--- src/rtl/breakout_pkg.sv ---
// Shared constants for the Breakout VGA renderer: default raster timing,
// brick state encoding and the colour palette.
package breakout_pkg;

  localparam int DEF_H_ACTIVE = 640;
  localparam int DEF_H_FP     = 16;
  localparam int DEF_H_SYNC   = 96;
  localparam int DEF_H_BP     = 48;
  localparam int DEF_V_ACTIVE = 480;
  localparam int DEF_V_FP     = 10;
  localparam int DEF_V_SYNC   = 2;
  localparam int DEF_V_BP     = 33;
  localparam int DEF_IDX_W    = 6;

  typedef enum logic [1:0] {
    BRICK_FRESH = 2'd0,
    BRICK_HIT1  = 2'd1,
    BRICK_HIT2  = 2'd2,
    BRICK_DEAD  = 2'd3
  } brick_state_e;

  localparam logic [5:0] COLOR_PADDLE = 6'b100001;
  localparam logic [5:0] COLOR_BALL   = 6'b111000;
  localparam logic [5:0] COLOR_BG     = 6'b000000;

  // Base colour of a brick row; the hit count is added on top of it.
  function automatic logic [5:0] row_color(input logic [2:0] row);
    logic [5:0] color;
    case (row)
      3'd0:    color = 6'b110000;
      3'd1:    color = 6'b110100;
      3'd2:    color = 6'b111100;
      3'd3:    color = 6'b001100;
      3'd4:    color = 6'b000011;
      3'd5:    color = 6'b010011;
      3'd6:    color = 6'b100010;
      default: color = 6'b101010;
    endcase
    return color;
  endfunction

endpackage

--- src/rtl/breakout_vga_renderer_if.sv ---
// Bundle between the game logic and the renderer: video out, object
// positions in, brick state write port in.
interface breakout_vga_renderer_if #(
  parameter int IDX_W = 6
);

  logic             hsync;
  logic             vsync;
  logic [5:0]       RGB;
  logic [9:0]       hor_count;
  logic [9:0]       ver_count;
  logic             frame_start;
  logic [9:0]       paddle_pos;
  logic [9:0]       ball_x;
  logic [9:0]       ball_y;
  logic             active_write_enable;
  logic [IDX_W-1:0] active_position;
  logic [1:0]       active_data;

  modport master (
    output paddle_pos, ball_x, ball_y,
    output active_write_enable, active_position, active_data,
    input  hsync, vsync, RGB, hor_count, ver_count, frame_start
  );

  modport slave (
    input  paddle_pos, ball_x, ball_y,
    input  active_write_enable, active_position, active_data,
    output hsync, vsync, RGB, hor_count, ver_count, frame_start
  );

endinterface

--- src/rtl/vga_timing_gen.sv ---
// Raster counters with undelayed sync, line/frame end strobes and the
// frame_start pulse at the first blanking line.
module vga_timing_gen #(
  parameter int H_ACTIVE = 640,
  parameter int H_FP     = 16,
  parameter int H_SYNC   = 96,
  parameter int H_BP     = 48,
  parameter int V_ACTIVE = 480,
  parameter int V_FP     = 10,
  parameter int V_SYNC   = 2,
  parameter int V_BP     = 33
) (
  input  logic       CLK_25MH,
  input  logic       reset,
  output logic [9:0] hor_count,
  output logic [9:0] ver_count,
  output logic       hsync_raw,
  output logic       vsync_raw,
  output logic       frame_start,
  output logic       line_end,
  output logic       frame_end
);

  localparam int H_TOTAL = H_ACTIVE + H_FP + H_SYNC + H_BP;
  localparam int V_TOTAL = V_ACTIVE + V_FP + V_SYNC + V_BP;

  localparam logic [10:0] H_LAST   = 11'(H_TOTAL - 1);
  localparam logic [10:0] V_LAST   = 11'(V_TOTAL - 1);
  localparam logic [10:0] HS_START = 11'(H_ACTIVE + H_FP);
  localparam logic [10:0] HS_END   = 11'(H_ACTIVE + H_FP + H_SYNC);
  localparam logic [10:0] VS_START = 11'(V_ACTIVE + V_FP);
  localparam logic [10:0] VS_END   = 11'(V_ACTIVE + V_FP + V_SYNC);
  localparam logic [10:0] V_FS     = 11'(V_ACTIVE);

  logic [10:0] h_ext;
  logic [10:0] v_ext;

  assign h_ext     = {1'b0, hor_count};
  assign v_ext     = {1'b0, ver_count};
  assign line_end  = (h_ext == H_LAST);
  assign frame_end = line_end && (v_ext == V_LAST);

  always_ff @(posedge CLK_25MH) begin
    if (reset) begin
      hor_count <= '0;
      ver_count <= '0;
    end else if (line_end) begin
      hor_count <= '0;
      ver_count <= frame_end ? 10'd0 : ver_count + 10'd1;
    end else begin
      hor_count <= hor_count + 10'd1;
    end
  end

  assign hsync_raw   = !((h_ext >= HS_START) && (h_ext < HS_END));
  assign vsync_raw   = !((v_ext >= VS_START) && (v_ext < VS_END));
  assign frame_start = (hor_count == 10'd0) && (v_ext == V_FS);

endmodule

--- src/rtl/breakout_vga_renderer.sv ---
// Breakout renderer: brick lookup via running row/column trackers, then a
// two-stage pixel pipeline that keeps hsync/vsync aligned with RGB.
module breakout_vga_renderer
  import breakout_pkg::*;
#(
  parameter int H_ACTIVE    = DEF_H_ACTIVE,
  parameter int H_FP        = DEF_H_FP,
  parameter int H_SYNC      = DEF_H_SYNC,
  parameter int H_BP        = DEF_H_BP,
  parameter int V_ACTIVE    = DEF_V_ACTIVE,
  parameter int V_FP        = DEF_V_FP,
  parameter int V_SYNC      = DEF_V_SYNC,
  parameter int V_BP        = DEF_V_BP,
  parameter int NUM_ROWS    = 5,
  parameter int NUM_COLS    = 5,
  parameter int BRICK_X0    = 40,
  parameter int BRICK_W     = 80,
  parameter int BRICK_GAP_X = 40,
  parameter int BRICK_Y0    = 40,
  parameter int BRICK_H     = 30,
  parameter int ROW_PITCH   = 50,
  parameter int BALL_SIZE   = 8,
  parameter int PADDLE_W    = 100,
  parameter int PADDLE_Y    = 440,
  parameter int PADDLE_H    = 10,
  parameter int IDX_W       = DEF_IDX_W
) (
  input logic               CLK_25MH,
  input logic               reset,
  breakout_vga_renderer_if.slave bus
);

  localparam logic [IDX_W:0]   BRICK_COUNT = (IDX_W + 1)'(NUM_ROWS * NUM_COLS);
  localparam logic [IDX_W-1:0] COL_LIMIT   = IDX_W'(NUM_COLS);
  localparam logic [IDX_W-1:0] ROW_LIMIT   = IDX_W'(NUM_ROWS);
  localparam logic [IDX_W-1:0] ROW_STEP    = IDX_W'(NUM_COLS);
  localparam logic [10:0] COL_X0    = 11'(BRICK_X0);
  localparam logic [10:0] COL_W     = 11'(BRICK_W);
  localparam logic [10:0] COL_LASTO = 11'(BRICK_W - 1);
  localparam logic [10:0] COL_PITCH = 11'(BRICK_W + BRICK_GAP_X);
  localparam logic [10:0] ROW_Y0    = 11'(BRICK_Y0);
  localparam logic [10:0] ROW_H     = 11'(BRICK_H);
  localparam logic [10:0] ROW_LASTO = 11'(BRICK_H - 1);
  localparam logic [10:0] ROW_STRD  = 11'(ROW_PITCH);
  localparam logic [10:0] BALL_SZ   = 11'(BALL_SIZE);
  localparam logic [10:0] PAD_W     = 11'(PADDLE_W);
  localparam logic [10:0] PAD_Y0    = 11'(PADDLE_Y);
  localparam logic [10:0] PAD_Y1    = 11'(PADDLE_Y + PADDLE_H);
  localparam logic [10:0] H_VIS     = 11'(H_ACTIVE);
  localparam logic [10:0] V_VIS     = 11'(V_ACTIVE);

  logic [9:0]  hor_count;
  logic [9:0]  ver_count;
  logic        hsync_raw;
  logic        vsync_raw;
  logic        frame_start;
  logic        line_end;
  logic        frame_end;

  vga_timing_gen #(
    .H_ACTIVE(H_ACTIVE), .H_FP(H_FP), .H_SYNC(H_SYNC), .H_BP(H_BP),
    .V_ACTIVE(V_ACTIVE), .V_FP(V_FP), .V_SYNC(V_SYNC), .V_BP(V_BP)
  ) timing (
    .CLK_25MH   (CLK_25MH),
    .reset      (reset),
    .hor_count  (hor_count),
    .ver_count  (ver_count),
    .hsync_raw  (hsync_raw),
    .vsync_raw  (vsync_raw),
    .frame_start(frame_start),
    .line_end   (line_end),
    .frame_end  (frame_end)
  );

  assign bus.hor_count   = hor_count;
  assign bus.ver_count   = ver_count;
  assign bus.frame_start = frame_start;

  logic [9:0] ball_x_q;
  logic [9:0] ball_y_q;
  logic [9:0] paddle_q;

  always_ff @(posedge CLK_25MH) begin
    if (reset) begin
      ball_x_q <= '0;
      ball_y_q <= '0;
      paddle_q <= '0;
    end else if (frame_start) begin
      ball_x_q <= bus.ball_x;
      ball_y_q <= bus.ball_y;
      paddle_q <= bus.paddle_pos;
    end
  end

  logic [IDX_W-1:0] col_idx;
  logic [IDX_W-1:0] row_idx;
  logic [IDX_W-1:0] row_base;
  logic [10:0]      col_lo;
  logic [10:0]      row_lo;
  logic [10:0]      h_ext;
  logic [10:0]      v_ext;

  assign h_ext = {1'b0, hor_count};
  assign v_ext = {1'b0, ver_count};

  // Trackers always describe the brick the counter is in or approaching next.
  always_ff @(posedge CLK_25MH) begin
    if (reset || line_end) begin
      col_idx <= '0;
      col_lo  <= COL_X0;
    end else if ((col_idx < COL_LIMIT) && (h_ext == col_lo + COL_LASTO)) begin
      col_idx <= col_idx + 1'b1;
      col_lo  <= col_lo + COL_PITCH;
    end
  end

  always_ff @(posedge CLK_25MH) begin
    if (reset || frame_end) begin
      row_idx  <= '0;
      row_base <= '0;
      row_lo   <= ROW_Y0;
    end else if (line_end && (row_idx < ROW_LIMIT) && (v_ext == row_lo + ROW_LASTO)) begin
      row_idx  <= row_idx + 1'b1;
      row_base <= row_base + ROW_STEP;
      row_lo   <= row_lo + ROW_STRD;
    end
  end

  logic             s0_grid;
  logic             s0_ball;
  logic             s0_paddle;
  logic             s0_active;
  logic [IDX_W-1:0] s0_idx;
  logic [10:0]      ball_x_e;
  logic [10:0]      ball_y_e;
  logic [10:0]      paddle_e;

  assign ball_x_e  = {1'b0, ball_x_q};
  assign ball_y_e  = {1'b0, ball_y_q};
  assign paddle_e  = {1'b0, paddle_q};
  assign s0_grid   = (col_idx < COL_LIMIT) && (row_idx < ROW_LIMIT)
                  && (h_ext >= col_lo) && (h_ext < col_lo + COL_W)
                  && (v_ext >= row_lo) && (v_ext < row_lo + ROW_H);
  assign s0_ball   = (h_ext >= ball_x_e) && (h_ext < ball_x_e + BALL_SZ)
                  && (v_ext >= ball_y_e) && (v_ext < ball_y_e + BALL_SZ);
  assign s0_paddle = (h_ext >= paddle_e) && (h_ext < paddle_e + PAD_W)
                  && (v_ext >= PAD_Y0) && (v_ext < PAD_Y1);
  assign s0_active = (h_ext < H_VIS) && (v_ext < V_VIS);
  assign s0_idx    = row_base + col_idx;

  logic             s1_grid;
  logic             s1_ball;
  logic             s1_paddle;
  logic             s1_active;
  logic [IDX_W-1:0] s1_idx;
  logic [2:0]       s1_row;
  logic             s1_hsync;
  logic             s1_vsync;

  always_ff @(posedge CLK_25MH) begin
    if (reset) begin
      s1_grid   <= 1'b0;
      s1_ball   <= 1'b0;
      s1_paddle <= 1'b0;
      s1_active <= 1'b0;
      s1_idx    <= '0;
      s1_row    <= '0;
      s1_hsync  <= 1'b1;
      s1_vsync  <= 1'b1;
    end else begin
      s1_grid   <= s0_grid;
      s1_ball   <= s0_ball;
      s1_paddle <= s0_paddle;
      s1_active <= s0_active;
      s1_idx    <= s0_idx;
      s1_row    <= row_idx[2:0];
      s1_hsync  <= hsync_raw;
      s1_vsync  <= vsync_raw;
    end
  end

  // Sized to the full index space so every position decodes; slots past the
  // grid are never written and read back as fresh.
  brick_state_e bricks [2**IDX_W];

  always_ff @(posedge CLK_25MH) begin
    if (reset) begin
      for (int i = 0; i < 2**IDX_W; i++) bricks[i] <= BRICK_FRESH;
    end else if (bus.active_write_enable && ({1'b0, bus.active_position} < BRICK_COUNT)) begin
      bricks[bus.active_position] <= brick_state_e'(bus.active_data);
    end
  end

  brick_state_e s2_state;
  logic [5:0]   s2_pixel;

  always_comb begin
    s2_state = bricks[s1_idx];
    s2_pixel = COLOR_BG;
    if (!s1_active) begin
      s2_pixel = COLOR_BG;
    end else if (s1_paddle) begin
      s2_pixel = COLOR_PADDLE;
    end else if (s1_ball) begin
      s2_pixel = COLOR_BALL;
    end else if (s1_grid && (s2_state != BRICK_DEAD)) begin
      s2_pixel = row_color(s1_row) + {4'b0000, 2'(s2_state)};
    end
  end

  always_ff @(posedge CLK_25MH) begin
    if (reset) begin
      bus.RGB   <= '0;
      bus.hsync <= 1'b1;
      bus.vsync <= 1'b1;
    end else begin
      bus.RGB   <= s2_pixel;
      bus.hsync <= s1_hsync;
      bus.vsync <= s1_vsync;
    end
  end

endmodule

--- src/flat_wrapper.sv ---
// flat-port wrapper written by rule: the top's interface ports become plain ports
module breakout_vga_renderer_flat import breakout_pkg::*;
#(
  parameter int H_ACTIVE    = DEF_H_ACTIVE,
  parameter int H_FP        = DEF_H_FP,
  parameter int H_SYNC      = DEF_H_SYNC,
  parameter int H_BP        = DEF_H_BP,
  parameter int V_ACTIVE    = DEF_V_ACTIVE,
  parameter int V_FP        = DEF_V_FP,
  parameter int V_SYNC      = DEF_V_SYNC,
  parameter int V_BP        = DEF_V_BP,
  parameter int NUM_ROWS    = 5,
  parameter int NUM_COLS    = 5,
  parameter int BRICK_X0    = 40,
  parameter int BRICK_W     = 80,
  parameter int BRICK_GAP_X = 40,
  parameter int BRICK_Y0    = 40,
  parameter int BRICK_H     = 30,
  parameter int ROW_PITCH   = 50,
  parameter int BALL_SIZE   = 8,
  parameter int PADDLE_W    = 100,
  parameter int PADDLE_Y    = 440,
  parameter int PADDLE_H    = 10,
  parameter int IDX_W       = DEF_IDX_W
)
  (CLK_25MH, reset, bus_paddle_pos, bus_ball_x, bus_ball_y, bus_active_write_enable, bus_active_position, bus_active_data, bus_hsync, bus_vsync, bus_RGB, bus_hor_count, bus_ver_count, bus_frame_start);
  breakout_vga_renderer_if #(.IDX_W(IDX_W)) bus_i ();
  input logic CLK_25MH;
  input logic reset;
  input wire logic [$bits(bus_i.paddle_pos)-1:0] bus_paddle_pos;
  input wire logic [$bits(bus_i.ball_x)-1:0] bus_ball_x;
  input wire logic [$bits(bus_i.ball_y)-1:0] bus_ball_y;
  input wire logic [$bits(bus_i.active_write_enable)-1:0] bus_active_write_enable;
  input wire logic [$bits(bus_i.active_position)-1:0] bus_active_position;
  input wire logic [$bits(bus_i.active_data)-1:0] bus_active_data;
  output wire logic [$bits(bus_i.hsync)-1:0] bus_hsync;
  output wire logic [$bits(bus_i.vsync)-1:0] bus_vsync;
  output wire logic [$bits(bus_i.RGB)-1:0] bus_RGB;
  output wire logic [$bits(bus_i.hor_count)-1:0] bus_hor_count;
  output wire logic [$bits(bus_i.ver_count)-1:0] bus_ver_count;
  output wire logic [$bits(bus_i.frame_start)-1:0] bus_frame_start;
  assign bus_i.paddle_pos = bus_paddle_pos;
  assign bus_i.ball_x = bus_ball_x;
  assign bus_i.ball_y = bus_ball_y;
  assign bus_i.active_write_enable = bus_active_write_enable;
  assign bus_i.active_position = bus_active_position;
  assign bus_i.active_data = bus_active_data;
  assign bus_hsync = bus_i.hsync;
  assign bus_vsync = bus_i.vsync;
  assign bus_RGB = bus_i.RGB;
  assign bus_hor_count = bus_i.hor_count;
  assign bus_ver_count = bus_i.ver_count;
  assign bus_frame_start = bus_i.frame_start;
  breakout_vga_renderer #(.H_ACTIVE(H_ACTIVE), .H_FP(H_FP), .H_SYNC(H_SYNC), .H_BP(H_BP), .V_ACTIVE(V_ACTIVE), .V_FP(V_FP), .V_SYNC(V_SYNC), .V_BP(V_BP), .NUM_ROWS(NUM_ROWS), .NUM_COLS(NUM_COLS), .BRICK_X0(BRICK_X0), .BRICK_W(BRICK_W), .BRICK_GAP_X(BRICK_GAP_X), .BRICK_Y0(BRICK_Y0), .BRICK_H(BRICK_H), .ROW_PITCH(ROW_PITCH), .BALL_SIZE(BALL_SIZE), .PADDLE_W(PADDLE_W), .PADDLE_Y(PADDLE_Y), .PADDLE_H(PADDLE_H), .IDX_W(IDX_W)) u_core (.CLK_25MH(CLK_25MH), .reset(reset), .bus(bus_i));
endmodule
--- config.mk ---
export PLATFORM = sky130hd
export DESIGN_NAME = breakout_vga_renderer_flat
export DESIGN_NICKNAME = d
export VERILOG_FILES = /design/src/rtl/breakout_pkg.sv /design/src/rtl/breakout_vga_renderer_if.sv /design/src/rtl/vga_timing_gen.sv /design/src/rtl/breakout_vga_renderer.sv /design/src/flat_wrapper.sv
export SDC_FILE = /design/constraint.sdc
export NUM_CORES = 1
export LEC_CHECK = 0
export BUFFER_PORTS_ARGS = -buffer_cell sky130_fd_sc_hd__buf_2
export CORE_MARGIN = 2
export CORE_UTILIZATION = 45
export CTS_BUF_LIST = sky130_fd_sc_hd__clkbuf_8
export DETAILED_ROUTE_END_ITERATION = 12
export GPL_TIMING_DRIVEN = 0
export MAX_ROUTING_LAYER = met4
export PLACE_DENSITY = 0.7
export SLEW_MARGIN = 20
export SYNTH_ARGS = -nofsm -noshare
export SYNTH_HDL_FRONTEND = slang
export SYNTH_SLANG_ARGS = --single-unit
--- constraint.sdc ---
create_clock -name CLK_25MH -period 4.18 [get_ports CLK_25MH]
set_clock_uncertainty 0.05 [all_clocks]
set_input_delay 0.209 -clock CLK_25MH [delete_from_list [all_inputs] [get_ports CLK_25MH]]
set_output_delay 0.209 -clock CLK_25MH [all_outputs]
set_load 0.01 [all_outputs]
# Word level (Yosys, flattened, before mapping)
# Memory sizes are Yosys's and may differ from the RTL's. A register that Yosys moved wholly into a read port is not among the register bits.
# Cells that the tools add are included.
# classes
reduce_logical	32
n_addsub	16
n_bitwise	2
eq_ne	12
magnitude_cmp	21
mux	18
# op_table
op	count
$lt A10 B11 Y1	5
$mux W6	9
$pmux W6 S7	1
$add A11 B7 Y11 const B	3
$ge A10 B10 Y1	3
$lt A10 B9 Y1 const B	3
$add A10 B4 Y11 const B	2
$add A11 B5 Y11 const B	2
$eq A10 B11 Y1	2
$ge A10 B11 Y1	2
$logic_and A1 B1 Y1	21
$add A10 B1 Y10 const B	2
$eq A10 B10 Y1 const B	2
$ge A10 B9 Y1 const B	2
$lt A10 B10 Y1 const B	2
$add A6 B1 Y6 const B	2
$lt A6 B3 Y1 const B	2
$add A10 B7 Y11 const B	1
$add A11 B6 Y11 const B	1
$eq A10 B9 Y1 const B	1
$ge A10 B10 Y1 const B	1
$logic_not A10 Y1	1
$mux W10	1
$eq A3 B3 Y1 const B	3
other kinds (16)	27
# word_totals
wordCells	124
ram_bits	128
mem_count	1
output_inout_bits	29
regBits	107
# memory_table
name	depth	width	read_ports	rd_ports_with_merged_regs	write_ports	line_no	text
u_core.bricks	64	2	1	1	64	breakout_vga_renderer.sv:184	brick_state_e bricks [2**IDX_W];

# Longest topological paths before layout
# logic_depth
ltp_word	10
mapped_depth	15
mapped_depth_nobuf	13

# By module
# From an unflattened synthesis, not the netlist that was laid out.
# hier_totals
cells_unflattened	1275
hier_area_um2	13441.6
# modules_own_cells
module	cells_each	n_inst	seq_area_each_um2	area_per_inst_um2
breakout_vga_renderer	1150	1	5625.4	12360.6
vga_timing_gen	125	1	400.4	1081.0

# Worst setup path before layout
# Ideal clock, no wire load.
# synth_path
path_kind	register to register
start	register (tool-made name)
end	register u_core.bus.RGB[4]
path_stages_with_launch	13
path_slack_ns	1.218
t_arrival_ns	2.794
setup_ns	0.118
synth_period_minus_slack_ns	2.962
cell_sequence	dfxtp_1 -> clkbuf_1 -> clkbuf_1 -> mux4_2 -> a32oi_1 -> nand4_1 -> mux2_2 -> ha_1 -> fa_1 -> xor2_1 -> nor2_1 -> nor2_1 -> o21ai_1
# synth_rtl
element	line_no	text
end signal: assignment	breakout_vga_renderer.sv:217	bus.RGB <= s2_pixel;
end: declaration	breakout_vga_renderer_if.sv:29	output hsync, vsync, RGB, hor_count, ver_count, frame_start

==> impl_results.md <==
* Outcome: finished clean
* Post-synth EDFFs at around 130
* Final Hold Viols at 0
* Synth warnings at 0
* Multi-input gate area at 0.00684 mm²
* H-tree Lvls at 2
* Core Footprint at around 0.03 mm²
* Site Rows at between 60 and 70
* Final period util at 0.915
* CTS tree: built
* Finished Core Util at 0.528
* Cell count of the worst reg-to-reg path at 13
* Crit path DAT at roughly 4200 ps
* Max_slew headroom at 0.311
* Fillers at about 2700
* RSZ-0062 raised after global routing: false
* Pre-antenna DRT Iters at 4
* Gr ovfl total at 0
* Synth Area per Inst at approximately 10 µm²
* Distinct cells, synth at 76
* Setup tns final at 0 ps
* Resized Gates After CTS at 0
* Clk pin slew, worst setup/hold paths at roughly 60 ps
* Critical path type: reg2reg
* Residual DRC at 0
* Hold crit path type: in2reg
* Final setup vio count at 0
* Initial Util at 0.454
* IO buf count at 69
* Leakage at between 6 and 7 nW
* Setup Buffers After CTS at 0
* Fin. max-slew vios at 0
* Root buffer cell: clkbuf_8
* Drt initial violations at a little over 500
* Hold Crit Endpoint: u_core.bricks[0][1]
* Flops & latches, synth at about 240
* Critical path endpoint category: flip-flop
* # clock sinks at around 240
* Max FO, Critical Path at 10
* R2R Path End: u_core.bus.RGB[4]
* # IOs at 70
* Slew @ Worst Pin at slightly above 1000 ps
* DIE WIDTH at 176 µm
* Peak VDD IR at around 0.2 mV
* Reg area at 0.00603 mm²
* Vias per cell at 5.20
* Die Span Y at ~180 µm
* R2r setup slk at approximately 360 ps
* Worst skew pair latency at roughly 560 ps
* Total power at between 0.004 and 0.005 W
* Main flop type after synthesis: edfxtp_1
* Antenna-violating nets left at 0
* Die area at between 0.03 and 0.04 mm²
* Startpoint Class: flip-flop
* Clk buf depth at 3
* WL final at 31.0 mm
* Net count, final at roughly 1700
* GRT Total Usage at 0.208
* Post-Syn Area at between 0.01 and 0.015 mm²
* ANT cells at 0
* Num CTS Buffers at 41
* Hold_sp: bus_active_data[1]
* Area Growth Syn to Fin at 16.3%
* Layout cells sized above 1 at 0.115
* Register area share after synthesis at 0.452
* Worst Hold Depth at 2
* Mapped Cells at 1325
* Fraction of registers with async set/reset at 0
* Post-DP HPWL at between 20 and 25 mm
* Worst Path Required at between 4000 and 5000 ps
* First-pass GRT wire length at between 50 and 60 mm
* Minimum clock period at ~3800 ps
* Initial antenna violation count at 0
* Peak Freq at ~260 MHz
* Largest net degree at the start of global routing at 14
* Vias in the first global route at 10303
* PD cells at ~300 mW/mm²
* Detailed-route wire length per cell at between 15 and 20 µm
* Via count at between 10000 and 15000
* Max-Cap Viols at 0
* Routability cong. at 0.859
==> worst max-delay path, cell delays in order, from the launching register on <==
cell and delay, ps:
dfxtp_1 300, clkbuf_1 400, clkbuf_1 730, mux2i_1 440, a22oi_1 150, nand3_1 110, nand4_1 140, mux2_2 320
ha_1 240, fa_1 420, xor2_1 150, nor2_1 50, nor2_1 110, o21ai_1 60
==> per-stage QoR <==
step                setup WS (ps)  cell area, µm²  instances  hold WS (ps)
finish                        356           15500       1968          43.2
global route                  200           15500       1968          39.1
CTS                           341           15500       1968          13.8
detailed placement            386           14500       1862           349
global placement              349           14500       1861           350
floorplan                    1220           13600       1402           299
==> kinds of logic (layout without fill, tap and decap cells) <==
kind of cell,after synthesis,in the layout,share of synthesized area
simple gates,404,404,0.156
compound gates,238,238,0.113
flops,237,237,0.452
buf+inv,187,363,0.0571
fa+ha+maj,115,115,0.109
xor+xnor,83,83,0.0545
mux,60,60,0.0587
other cells,1,78,0.000281
==> cells in the mapped netlist, drive strengths merged, types with 2 or more instances <==
| cell type | number | area (µm²) |
|---|---|---|
| or2 | 5 | 31.3 |
| or3 | 12 | 80.1 |
| nor2b | 15 | 93.8 |
| buf | 20 | 133 |
| mux2 | 6 | 67.6 |
| nand2 | 103 | 389 |
| fa | 2 | 40.0 |
| nor4b | 2 | 17.5 |
| a22oi | 14 | 105 |
| a21boi | 3 | 22.5 |
| a21oi | 85 | 425 |
| nand4 | 12 | 75.1 |
| inv | 75 | 284 |
| nand2b | 9 | 56.3 |
| a2bb2oi | 2 | 17.5 |
| dfxtp | 109 | 2180 |
| mux2i | 40 | 400 |
| xnor2 | 67 | 587 |
| mux4 | 14 | 315 |
| o31ai | 3 | 22.5 |
| nor2 | 88 | 330 |
| and3 | 54 | 338 |
| o2111ai | 2 | 17.5 |
| a211oi | 10 | 75.1 |
| nand3 | 31 | 160 |
| nand3b | 6 | 45.0 |
| o211ai | 5 | 42.5 |
| xor2 | 16 | 140 |
| clkbuf | 92 | 345 |
| and2 | 8 | 50.1 |
| nor3b | 6 | 50.1 |
| o21bai | 3 | 22.5 |
| nor4 | 6 | 52.6 |
| nand4b | 7 | 61.3 |
| or4 | 5 | 41.3 |
| a21o | 34 | 255 |
| nor3 | 33 | 185 |
| a2111oi | 2 | 36.3 |
| o21ai | 49 | 245 |
| o21a | 7 | 52.6 |
| edfxtp | 128 | 3840 |
| ha | 113 | 1410 |
| a31oi | 5 | 31.3 |
==> worst max path at each step <==
stage	to	from	cells after the start	slack [ps]
after floorplan	u_core.bus.RGB[4]	flip-flop	12	1220
after global placement	u_core.bus.RGB[4]	flip-flop	13	350
after detailed placement	u_core.bus.RGB[4]	flip-flop	13	390
after CTS	u_core.bus.RGB[4]	flip-flop	13	340
after global routing	u_core.bus.RGB[4]	flip-flop	13	200
final	u_core.bus.RGB[4]	flip-flop	13	360
==> metal layers <==
layer,vias up,share of wire,track usage
met2,279,0.50,0.366
met5,-,0,-
met3,83,0.048,0.0334
met4,0,0.031,0.0744
li1,5059,-,-
met1,4809,0.42,0.240
==> sequential cells by signal, indices dropped and copies added, names as in the netlist, 3 cells and up, named ones only <==
name / count
u_core.row_lo: 10
u_core.s1_row: 3
u_core.col_lo: 8
u_core.ball_y_q: 10
u_core.col_idx: 6
u_core.paddle_q: 10
u_core.row_base: 6
u_core.ball_x_q: 10
u_core.timing.hor_count: 10
u_core.timing.ver_count: 10
u_core.bricks: 128
u_core.row_idx: 6
u_core.bus.RGB: 6
==> power by group <==
group          switching (W)  internal [W]
clock               0.000963      0.000964
sequential         0.0000327       0.00255
combinational       0.000143      0.000103
total                0.00114       0.00362
==> layout by cell type (no fill, tap or decap), types with 34 or more instances in the layout <==
master      n
a21o_1     34
a21oi_1    85
and3_1     54
buf_2      80
clkbuf_1   92
clkbuf_8   43
conb_1     78
dfxtp_1   109
edfxtp_1  128
ha_1      113
inv_1      90
mux2i_1    40
nand2_1   102
nor2_1     88
o21ai_0    45
xnor2_1    67
==> layout make-up <==
| class | count | share of cell area |
|---|---|---|
| repair buffers | 100 | 0.0419 |
| plain buffers | 112 | 0.0308 |
| clock buffers | 43 | 0.0382 |
| well taps | 390 | 0.0315 |
| multi-input cells | 978 | 0.441 |
| clock inverters | 33 | 0.00968 |
| flip-flops and latches | 237 | 0.388 |
| inverters | 75 | 0.0183 |
==> repair_timing <==
action,in CTS,in global routing
hold buffers,30,0
endpoints found under the hold margin,30,0
endpoints found under the setup margin,0,0
No activity file was read; power rests on OpenSTA's default activity.
